--- src/rtl/impix_pio_pkg.sv ---
// Shared definitions for the impix switch/indicator PIO: register map, ID word and a
// counter-width helper.
package impix_pio_pkg;

  localparam logic [2:0] ADDR_SW_STATE = 3'd0;
  localparam logic [2:0] ADDR_LED_OUT  = 3'd1;
  localparam logic [2:0] ADDR_EDGE_CAP = 3'd2;
  localparam logic [2:0] ADDR_IRQ_MASK = 3'd3;
  localparam logic [2:0] ADDR_RISE_EN  = 3'd4;
  localparam logic [2:0] ADDR_FALL_EN  = 3'd5;
  localparam logic [2:0] ADDR_BLINK_EN = 3'd6;
  localparam logic [2:0] ADDR_ID       = 3'd7;

  // Block ID; the revision nibble (bits 19:16) reads 0.
  localparam logic [31:0] ID_VALUE = 32'h1F10_0002;

  // Bits needed to hold 0..n, never less than 1.
  function automatic int unsigned cnt_width(input int unsigned n);
    return ($clog2(n + 1) < 1) ? 1 : $clog2(n + 1);
  endfunction

endpackage

--- src/rtl/impix_pio_debounce.sv ---
// One switch bit: 2-flop synchroniser followed by a consecutive-mismatch debounce counter.
module impix_pio_debounce
  import impix_pio_pkg::*;
#(
  parameter int unsigned DEBOUNCE_CYCLES = 50000
) (
  input  logic clk,
  input  logic rst_n,
  input  logic i_pin,
  output logic o_stable
);

  localparam int unsigned CW = cnt_width(DEBOUNCE_CYCLES);
  localparam logic [CW-1:0] CNT_LAST = CW'(DEBOUNCE_CYCLES - 1);

  logic [1:0]    r_sync;
  logic [CW-1:0] r_cnt;
  logic          r_stable;

  // NOTE: sequential state uses non-blocking assignments so every flop samples pre-edge values.
  always_ff @(posedge clk or negedge rst_n) begin
    if (!rst_n) begin
      r_sync   <= '0;
      r_cnt    <= '0;
      r_stable <= 1'b0;
    end else begin
      r_sync <= {r_sync[0], i_pin};
      if (r_sync[1] == r_stable) begin
        r_cnt <= '0;
      end else if (r_cnt == CNT_LAST) begin
        r_stable <= r_sync[1];
        r_cnt    <= '0;
      end else begin
        r_cnt <= r_cnt + 1'b1;
      end
    end
  end

  assign o_stable = r_stable;

endmodule

--- src/rtl/impix_pio_ctrl.sv ---
// Avalon-MM PIO: debounced switches with edge capture and maskable IRQ, plus LED register.
// Defining IMPIX_PIO_BLINK_EN adds per-LED blinking from a free-running prescaler.
module impix_pio_ctrl
  import impix_pio_pkg::*;
#(
  parameter int unsigned SW_W            = 4,
  parameter int unsigned LED_W           = 4,
  parameter int unsigned DEBOUNCE_CYCLES = 50000,
  parameter int unsigned BLINK_DIV       = 25000000
) (
  input  logic             clk_clk,
  input  logic             reset_reset_n,
  input  logic [2:0]       avs_address,
  input  logic             avs_read,
  input  logic             avs_write,
  input  logic [31:0]      avs_writedata,
  output logic [31:0]      avs_readdata,
  output logic             avs_readdatavalid,
  input  logic [SW_W-1:0]  switches_export,
  output logic [LED_W-1:0] indicators_export,
  output logic             irq
);

  if (SW_W < 1 || SW_W > 32 || LED_W < 1 || LED_W > 32 ||
      DEBOUNCE_CYCLES < 1 || BLINK_DIV < 1) begin : g_bad_param
    $error("impix_pio_ctrl: parameter out of range");
  end

  logic [SW_W-1:0]  w_stable;
  logic [SW_W-1:0]  r_stable_d;
  logic [SW_W-1:0]  r_edge_cap;
  logic [SW_W-1:0]  r_irq_mask;
  logic [SW_W-1:0]  r_rise_en;
  logic [SW_W-1:0]  r_fall_en;
  logic [LED_W-1:0] r_led;
  logic             r_irq;
  logic [31:0]      r_rdata;
  logic             r_rvalid;
  logic [31:0]      w_rdata;
  logic [31:0]      w_blink_rd;
  logic [SW_W-1:0]  w_set;
  logic [SW_W-1:0]  w_w1c;
  logic             w_unused;

  for (genvar gi = 0; gi < SW_W; gi++) begin : g_sw
    impix_pio_debounce #(
      .DEBOUNCE_CYCLES(DEBOUNCE_CYCLES)
    ) u_debounce (
      .clk     (clk_clk),
      .rst_n   (reset_reset_n),
      .i_pin   (switches_export[gi]),
      .o_stable(w_stable[gi])
    );
  end

  assign w_set = (w_stable & ~r_stable_d & r_rise_en) | (~w_stable & r_stable_d & r_fall_en);
  assign w_w1c = (avs_write && avs_address == ADDR_EDGE_CAP) ? avs_writedata[SW_W-1:0] : '0;
  assign w_unused = ^avs_writedata;

  always_ff @(posedge clk_clk or negedge reset_reset_n) begin
    if (!reset_reset_n) begin
      r_stable_d <= '0;
      r_edge_cap <= '0;
      r_irq_mask <= '0;
      r_rise_en  <= '0;
      r_fall_en  <= '0;
      r_led      <= '0;
      r_irq      <= 1'b0;
      r_rdata    <= '0;
      r_rvalid   <= 1'b0;
    end else begin
      r_stable_d <= w_stable;
      // Set is OR-ed in after the clear, so an edge landing with its own W1C survives.
      r_edge_cap <= (r_edge_cap & ~w_w1c) | w_set;
      r_irq      <= |(r_edge_cap & r_irq_mask);
      if (avs_write && avs_address == ADDR_LED_OUT)  r_led      <= avs_writedata[LED_W-1:0];
      if (avs_write && avs_address == ADDR_IRQ_MASK) r_irq_mask <= avs_writedata[SW_W-1:0];
      if (avs_write && avs_address == ADDR_RISE_EN)  r_rise_en  <= avs_writedata[SW_W-1:0];
      if (avs_write && avs_address == ADDR_FALL_EN)  r_fall_en  <= avs_writedata[SW_W-1:0];
      r_rvalid <= avs_read;
      if (avs_read) r_rdata <= w_rdata;
    end
  end

  always_comb begin
    // NOTE: default assigned first so no address path leaves w_rdata unassigned (no latch).
    w_rdata = '0;
    case (avs_address)
      ADDR_SW_STATE: w_rdata = 32'(w_stable);
      ADDR_LED_OUT:  w_rdata = 32'(r_led);
      ADDR_EDGE_CAP: w_rdata = 32'(r_edge_cap);
      ADDR_IRQ_MASK: w_rdata = 32'(r_irq_mask);
      ADDR_RISE_EN:  w_rdata = 32'(r_rise_en);
      ADDR_FALL_EN:  w_rdata = 32'(r_fall_en);
      ADDR_BLINK_EN: w_rdata = w_blink_rd;
      ADDR_ID:       w_rdata = ID_VALUE;
      default:       w_rdata = '0;
    endcase
  end

`ifdef IMPIX_PIO_BLINK_EN
  localparam int unsigned PW = cnt_width(BLINK_DIV);
  localparam logic [PW-1:0] PRESC_LAST = PW'(BLINK_DIV - 1);

  logic [PW-1:0]    r_presc;
  logic             r_phase;
  logic [LED_W-1:0] r_blink_en;

  always_ff @(posedge clk_clk or negedge reset_reset_n) begin
    if (!reset_reset_n) begin
      r_presc    <= '0;
      r_phase    <= 1'b0;
      r_blink_en <= '0;
    end else begin
      if (r_presc == PRESC_LAST) begin
        r_presc <= '0;
        r_phase <= ~r_phase;
      end else begin
        r_presc <= r_presc + 1'b1;
      end
      if (avs_write && avs_address == ADDR_BLINK_EN) r_blink_en <= avs_writedata[LED_W-1:0];
    end
  end

  assign w_blink_rd        = 32'(r_blink_en);
  assign indicators_export = r_led & ~(r_blink_en & {LED_W{~r_phase}});
`else
  assign w_blink_rd        = '0;
  assign indicators_export = r_led;
`endif

  assign avs_readdata      = r_rdata;
  assign avs_readdatavalid = r_rvalid;
  assign irq               = r_irq;

endmodule

--- config.mk ---
export PLATFORM = sky130hd
export DESIGN_NAME = impix_pio_ctrl
export DESIGN_NICKNAME = d
export VERILOG_FILES = /design/src/rtl/impix_pio_pkg.sv /design/src/rtl/impix_pio_debounce.sv /design/src/rtl/impix_pio_ctrl.sv
export SDC_FILE = /design/constraint.sdc
export NUM_CORES = 1
export LEC_CHECK = 0
export BUFFER_PORTS_ARGS = -buffer_cell sky130_fd_sc_hd__buf_2
export CORE_MARGIN = 5
export CORE_UTILIZATION = 61
export DETAILED_ROUTE_END_ITERATION = 10
export GPL_TIMING_DRIVEN = 0
export PLACE_DENSITY = 0.85
export SLEW_MARGIN = 15
export SYNTH_ARGS = -nofsm -noshare
export SYNTH_HDL_FRONTEND = slang
export SYNTH_SLANG_ARGS = --single-unit
--- constraint.sdc ---
create_clock -name clk_clk -period 3.4 [get_ports clk_clk]
set_input_delay 0.34 -clock clk_clk [delete_from_list [all_inputs] [get_ports clk_clk]]
set_output_delay 0.34 -clock clk_clk [all_outputs]
set_load 0.005 [all_outputs]
==> results of run 1 <==
[report_power, final]
part / leakage [nW] / switching, mW / internal, mW
combinational: 1.04 / 0.127 / 0.137
sequential: 1.42 / 0.0609 / 1.35
clock: 0.103 / 0.418 / 0.362
total: 2.56 / 0.607 / 1.85
[state kept, by name, summed over array words and instances (netlist names)]
register and flops:
r_rise_en 4, r_fall_en 4, g_sw.u_debounce.r_cnt 64, avs_readdata 5
r_irq_mask 4, r_stable_d 4, g_sw.u_debounce.r_sync 8, g_sw.u_debounce.o_stable 4
avs_readdatavalid 1, indicators_export 4, r_edge_cap 4, irq 1
[worst max-delay path by stage]
| stage | to | slack, ns |
|---|---|---|
| final | g_sw[1].u_debounce.r_cnt[8]$_DFF_PN0_ | 1.47 |
| after global routing | g_sw[0].u_debounce.r_cnt[0]$_DFF_PN0_ | 1.36 |
| after CTS | g_sw[1].u_debounce.r_cnt[9]$_DFF_PN0_ | 1.48 |
| after detailed placement | indicators_export[3]$_DFFE_PN0P_ | 1.41 |
| after global placement | g_sw[3].u_debounce.r_cnt[10]$_DFF_PN0_ | 0.90 |
| after floorplan | g_sw[2].u_debounce.r_cnt[10]$_DFF_PN0_ | 1.77 |
[synth_stat cells (all sizes together)]
| cell type | number |
|---|---|
| conb | 1 |
| o32a | 2 |
| a21oi | 1 |
| o22ai | 4 |
| nor2b | 4 |
| o211a | 1 |
| nor4 | 21 |
| nand4b | 2 |
| nor2 | 80 |
| dfrtp | 107 |
| or3 | 4 |
| mux2 | 20 |
| nand4 | 15 |
| nand2 | 28 |
| and3 | 2 |
| clkbuf | 3 |
| inv | 18 |
| o211ai | 4 |
| buf | 34 |
| a31oi | 3 |
| and2 | 2 |
| nand3 | 23 |
| nand2b | 5 |
| o221ai | 1 |
| mux2i | 3 |
| a22oi | 3 |
| and4bb | 1 |
| nor4b | 3 |
| xor2 | 10 |
| o41ai | 4 |
| xnor2 | 50 |
| ha | 4 |
| o21ai | 6 |
| nor3 | 14 |
| nand3b | 9 |
| nor4bb | 2 |
[kinds of logic (layout without fill, tap and decap cells)]
kind of cell    count (synthesis)  count (layout)  share of synthesized area [%]
other cells                     1              22                        0.07165
xor+xnor                       60              60                          10.04
mux                            23              23                          4.877
fa+ha+maj                       4               4                         0.9563
simple gates                  215             215                          21.01
buf+inv                        55             102                          6.526
flops                         107             107                          51.16
compound gates                 29              29                          5.355
[per-stage QoR]
step / setup WS (ns) / util, % / hold WS, ns
2_1_floorplan: 1.766 / - / 0.04441
3_3_place_gp: 0.9029 / 67.41 / 0.3368
3_5_place_dp: 1.411 / 67.81 / 0.2511
4_1_cts: 1.479 / 70.33 / 0.05356
5_1_grt: 1.360 / 70.33 / 0.05110
6_report: 1.466 / 70.33 / 0.07974
[final cells by class]
cell class	count	area [um^2]	area share [%]
Sequential cell	107	2678	45.87
Inverter	18	67.56	1.158
Timing Repair Buffer	32	193.9	3.323
Clock inverter	5	61.31	1.050
Clock buffer	10	137.6	2.358
Buffer	37	274.0	4.695
Tap cell	105	131.4	2.251
Multi-Input combinational cell	353	2293	39.29
[routing by layer]
metal | wire (um) | track usage, % | vias to the layer above
met2 | 4744 | 32.37 | 99
met3 | 573 | 4.804 | 18
met5 | 0 | 0 | -
met4 | 131 | 6.761 | 0
li1 | - | - | 1791
met1 | 4273 | 27.03 | 1801
==> results.py, run 1 <==
metrics = {
    "run_status": {
        "status": "finished clean",
    },
    "critical_path": {
        "slowest_delay_ns": 0.61,
        "cp_max_fo": 10,
        "critPathArrivalTime_ns": 2.18,
        "crit_start": "g_sw[1].u_debounce.r_cnt[0]$_DFF_PN0_",
        "crit_chain": "ha_1 > nand3_1 > o41ai_4 > buf_6 > nor2_1",
        "startpoint_type": "flop",
        "worstSetupPathType": "flop to flop",
        "regToRegStartpoint": "g_sw[1].u_debounce.r_cnt[0]$_DFF_PN0_",
        "worst_r2r_path_depth": 5,
        "reg2reg_to": "g_sw[1].u_debounce.r_cnt[8]$_DFF_PN0_",
        "crit_path_top_delay_cell": "o41ai_4",
        "required_ns": 3.64,
        "cp-end-kind": "flop",
        "reg2reg_slack_ns": 1.47,
        "cp_num_cells": 5,
        "crit_family": "compound AO/OA/AOI/OAI gates",
        "worst-path-buf-inv": 1,
    },
    "power_and_ir_drop": {
        "powerDensity_mw_per_mm2": 420.9,
        "ir_drop_mv": 0.2363,
        "power_mw": 2.457,
        "leakage_nw": 2.561,
    },
    "finish": {
        "layout_common_cells": "dfrtp_1, nor2_1, xnor2_1",
        "fillers": 578,
        "syn2layout_area_growth_pct": 11.52,
        "antenna_cells": 0,
        "drive_gt1_share_pct": 19.75,
        "final_nets": 605,
        "final_common_cell": "dfrtp_1",
        "final_cells": 667,
        "fin_area_mm2": 0.005837,
    },
    "clock_tree": {
        "hold_buffers": 1,
        "cts_setup_buffers": 0,
        "cts_tree": "yes",
        "cts_buffers": 9,
        "cts_root_buf": "clkbuf_8",
        "ctsHtreeMaxLevel": 3,
        "cts_buffer_depth": 2,
        "clk_latency_ns": 0.36,
        "clock_sinks": 107,
        "ctsResizeCount": 0,
        "clk_pin_slew_worst_paths_ns": 0.10,
    },
    "logic_synthesis": {
        "synth_cell_types": 39,
        "synth_top_area_share_pct": 51.16,
        "avgSynthCellArea_um2": 10.59,
        "synth_area_leaders": "dfrtp_1, xnor2_1, nor2_1",
        "yosysTopAreaCell": "dfrtp_1",
        "ys_ff_latch": 107,
        "postSynthCellCount": 494,
        "yosysWarningCount": 0,
        "seq_area_frac_synth_pct": 51.16,
        "synth_area_mm2": 0.005234,
    },
    "min_path": {
        "hold_path_depth": 1,
        "hold_start": "switches_export[0]",
        "whs_endpoint": "g_sw[0].u_debounce.r_sync[0]$_DFF_PN0_",
        "hp-class": "input pin to flop",
    },
    "floorplan": {
        "std_cell_rows": 33,
        "die_area_mm2": 0.01053,
        "core_mm2": 0.008299,
        "die_w_um": 102.6,
        "ios": 81,
        "fp.dieH_um": 102.6,
        "initial_core_util_pct": 63.06,
    },
    "global_routing": {
        "overflow": 0,
        "grt_max_degree": 74,
        "grt_use_total_pct": 20.14,
        "grt_first_pass_wirelength_mm": 17.05,
        "antenna_found_initial": 0,
        "grt_pass1_vias": 3684,
    },
    "timing": {
        "clock_skew_ns": 0.01864,
        "tns_ns": 0,
        "clock.fmax_mhz": 517.0,
        "rsz0062_at_grt": "false",
        "hold_violations": 0,
        "tightest_slew_ns": 0.8888,
        "relSlewSlack_pct": 39.94,
        "slew_violations": 0,
        "period_share_pct": 56.89,
        "final.min_clock_period_ns": 1.934,
        "final-setup-viol-count": 0,
    },
    "route": {
        "wirelength_mm": 9.722,
        "final_antenna_net_count": 0,
        "drc": 0,
        "via_count": 3709,
        "routedWlPerCell_um": 14.58,
        "drt_first_iter_violations": 275,
        "drt_pass1_iterations": 4,
        "via_per_inst": 5.561,
    },
    "placement": {
        "placedInstanceArea_mm2": 0.005628,
        "dp_cells": 651,
        "portBuffers": 30,
        "gp_congestion": 0.8677,
        "hpwl_mm": 6.951,
    },
    "run": {
        "drv_cap": 0,
    },
}
(Power assumes the default switching activity.)
==> run 2, diff against run 1 <==
Settings changed: CORE_UTILIZATION 61 to 57, PLACE_DENSITY 0.85 to 0.8.
Clock period 3.4 ns to 1.8 ns, I/O delays scaled along.
==> results.py, run 2 (same netlist as run 1, synthesis figures left out) <==
metrics = {
    "critical_path": {
        "required_ns": 2.05,
        "reg2reg_slack_ns": 0.04,
        "startpoint_type": "flop",
        "cp_max_fo": 5,
        "cp-end-kind": "flop",
        "worstSetupPathType": "flop to flop",
        "critPathArrivalTime_ns": 2.01,
    },
    "min_path": {
        "hp-class": "input pin to flop",
    },
    "finish": {
        "layout_common_cells": "dfrtp_1, nor2_1, xnor2_1",
        "antenna_cells": 0,
        "final_nets": 623,
        "syn2layout_area_growth_pct": 14.65,
        "utilization_pct": 65.88,
        "final_common_cell": "dfrtp_1",
        "largest_reg_flops": 64,
        "fin_area_mm2": 0.006001,
        "fillers": 687,
        "regArea_mm2": 0.002681,
        "top_register": "g_sw.u_debounce.r_cnt",
        "final_cells": 691,
        "multiInputGateArea_mm2": 0.002330,
        "drive_gt1_share_pct": 22.59,
    },
    "power_and_ir_drop": {
        "powerDensity_mw_per_mm2": 748.3,
        "ir_drop_mv": 0.3992,
        "leakage_nw": 2.618,
    },
    "floorplan": {
        "core_mm2": 0.009109,
        "initial_core_util_pct": 57.46,
        "ios": 81,
        "std_cell_rows": 35,
        "fp.dieH_um": 105.8,
        "die_area_mm2": 0.01120,
        "die_w_um": 105.8,
    },
    "route": {
        "drt_first_iter_violations": 217,
        "wirelength_mm": 9.842,
        "routedWlPerCell_um": 14.24,
        "final_antenna_net_count": 0,
        "drt_pass1_iterations": 4,
        "via_count": 3760,
        "drc": 0,
        "via_per_inst": 5.441,
    },
    "timing": {
        "final-setup-viol-count": 0,
        "period_share_pct": 97.54,
        "relSlewSlack_pct": 37.38,
        "tightest_slew_ns": 0.9267,
        "final.min_clock_period_ns": 1.756,
        "timing.final.ws_setup_ns": 0.04427,
        "clock.fmax_mhz": 569.6,
        "rsz0062_at_grt": "true",
        "clock_skew_ns": 0.01060,
        "slew_violations": 0,
        "hold_violations": 0,
    },
    "clock_tree": {
        "clk_latency_ns": 0.36,
        "cts_buffers": 9,
        "clock_sinks": 107,
        "cts_root_buf": "clkbuf_8",
        "cts_buffer_depth": 2,
        "cts_tree": "yes",
        "ctsHtreeMaxLevel": 3,
        "clk_pin_slew_worst_paths_ns": 0.09,
    },
    "run_status": {
        "status": "finished clean",
    },
    "global_routing": {
        "overflow": 0,
        "grt_use_total_pct": 18.29,
        "grt_pass1_vias": 3689,
        "antenna_found_initial": 0,
        "grt_max_degree": 73,
        "grt_first_pass_wirelength_mm": 16.97,
    },
    "placement": {
        "gp_congestion": 0.8380,
        "dp_cells": 657,
        "portBuffers": 30,
        "hpwl_mm": 6.766,
        "placedInstanceArea_mm2": 0.005635,
        "dp_worst_setup_slack_ns": -0.08795,
    },
    "run": {
        "drv_cap": 0,
    },
}
[run 2: cell count changes in the layout (fill, tap and decap cells not counted), sizes merged]
| cell | previous run | this run |
|---|---|---|
| buf | 65 | 78 |
| dlygate4sd3 | 1 | 6 |
| clkbuf | 13 | 15 |
| inv | 20 | 18 |
| bufinv | 1 | 0 |
| clkinvlp | 0 | 1 |
[run 2: critical path: stages (launching register included)]
cell and delay (ns):
dfrtp_1 0.43, or3_4 0.43, o41ai_4 0.41, buf_4 0.20, buf_6 0.13, nor2_1 0.05
[run 2: path summary, 6_finish.rpt]
kind,start,end,depth (start not counted)
hold / removal,avs_writedata[3],r_irq_mask[3]$_DFFE_PN0P_,2
setup / recovery,g_sw[3].u_debounce.r_cnt[10]$_DFF_PN0_,g_sw[3].u_debounce.r_cnt[7]$_DFF_PN0_,5
min in group asynchronous,reset_reset_n,g_sw[0].u_debounce.r_cnt[9]$_DFF_PN0_,2
setup reg to reg,g_sw[3].u_debounce.r_cnt[10]$_DFF_PN0_,g_sw[3].u_debounce.r_cnt[7]$_DFF_PN0_,5
hold reg to reg,g_sw[1].u_debounce.r_sync[0]$_DFF_PN0_,g_sw[1].u_debounce.r_sync[1]$_DFF_PN0_,0
max in group asynchronous,reset_reset_n,g_sw[2].u_debounce.r_cnt[4]$_DFF_PN0_,3
[run 2: routing by layer]
layer,share of wire (%),routed length [um],track usage [%]
met3,3.5,348,2.511
met5,0,0,0
met4,2.2,216,7.493
met2,49,4794,30.42
met1,46,4483,24.19
[run 2: power breakdown]
part | leakage (nW) | total [mW] | switching (mW) | internal (mW)
sequential | 1.42 | 2.67 | 0.120 | 2.55
clock | 0.0826 | 1.29 | 0.748 | 0.540
combinational | 1.12 | 0.531 | 0.250 | 0.281
[run 2: area by class of cell]
type                       count  area share (%)
sequential                   107           44.68
inverter                      18           1.126
clock buffer                  12           2.419
clock inverter                 3          0.4170
timing repair buffer          50           5.651
tap                          111           2.314
buffer                        37           4.566
multi-input combinational    353           38.82
[run 2: what timing repair did]
| item | 4_1_cts | 5_1_grt |
|---|---|---|
| cloned | 0 | 1 |
| pin swaps | 4 | 7 |
| resized for setup | 3 | 7 |
| buffers inserted | 8 | 4 |
| setup endpoints to repair | 42 | 54 |
| hold endpoints to repair | 40 | 0 |
| hold buffers | 6 | 0 |
[run 2: through the flow]
| stage | hold WS [ns] | TNS, ns | total power [mW] |
|---|---|---|---|
| final | 0.1189 | 0 | 4.490 |
| after global routing | 0.1206 | -0.8335 | 4.725 |
| after CTS | 0.1014 | 0 | 4.535 |
| after detailed placement | 0.09733 | -1.815 | 3.216 |
| after global placement | 0.2890 | -59.33 | 3.186 |
| after floorplan | -0.1156 | 0 | 3.005 |
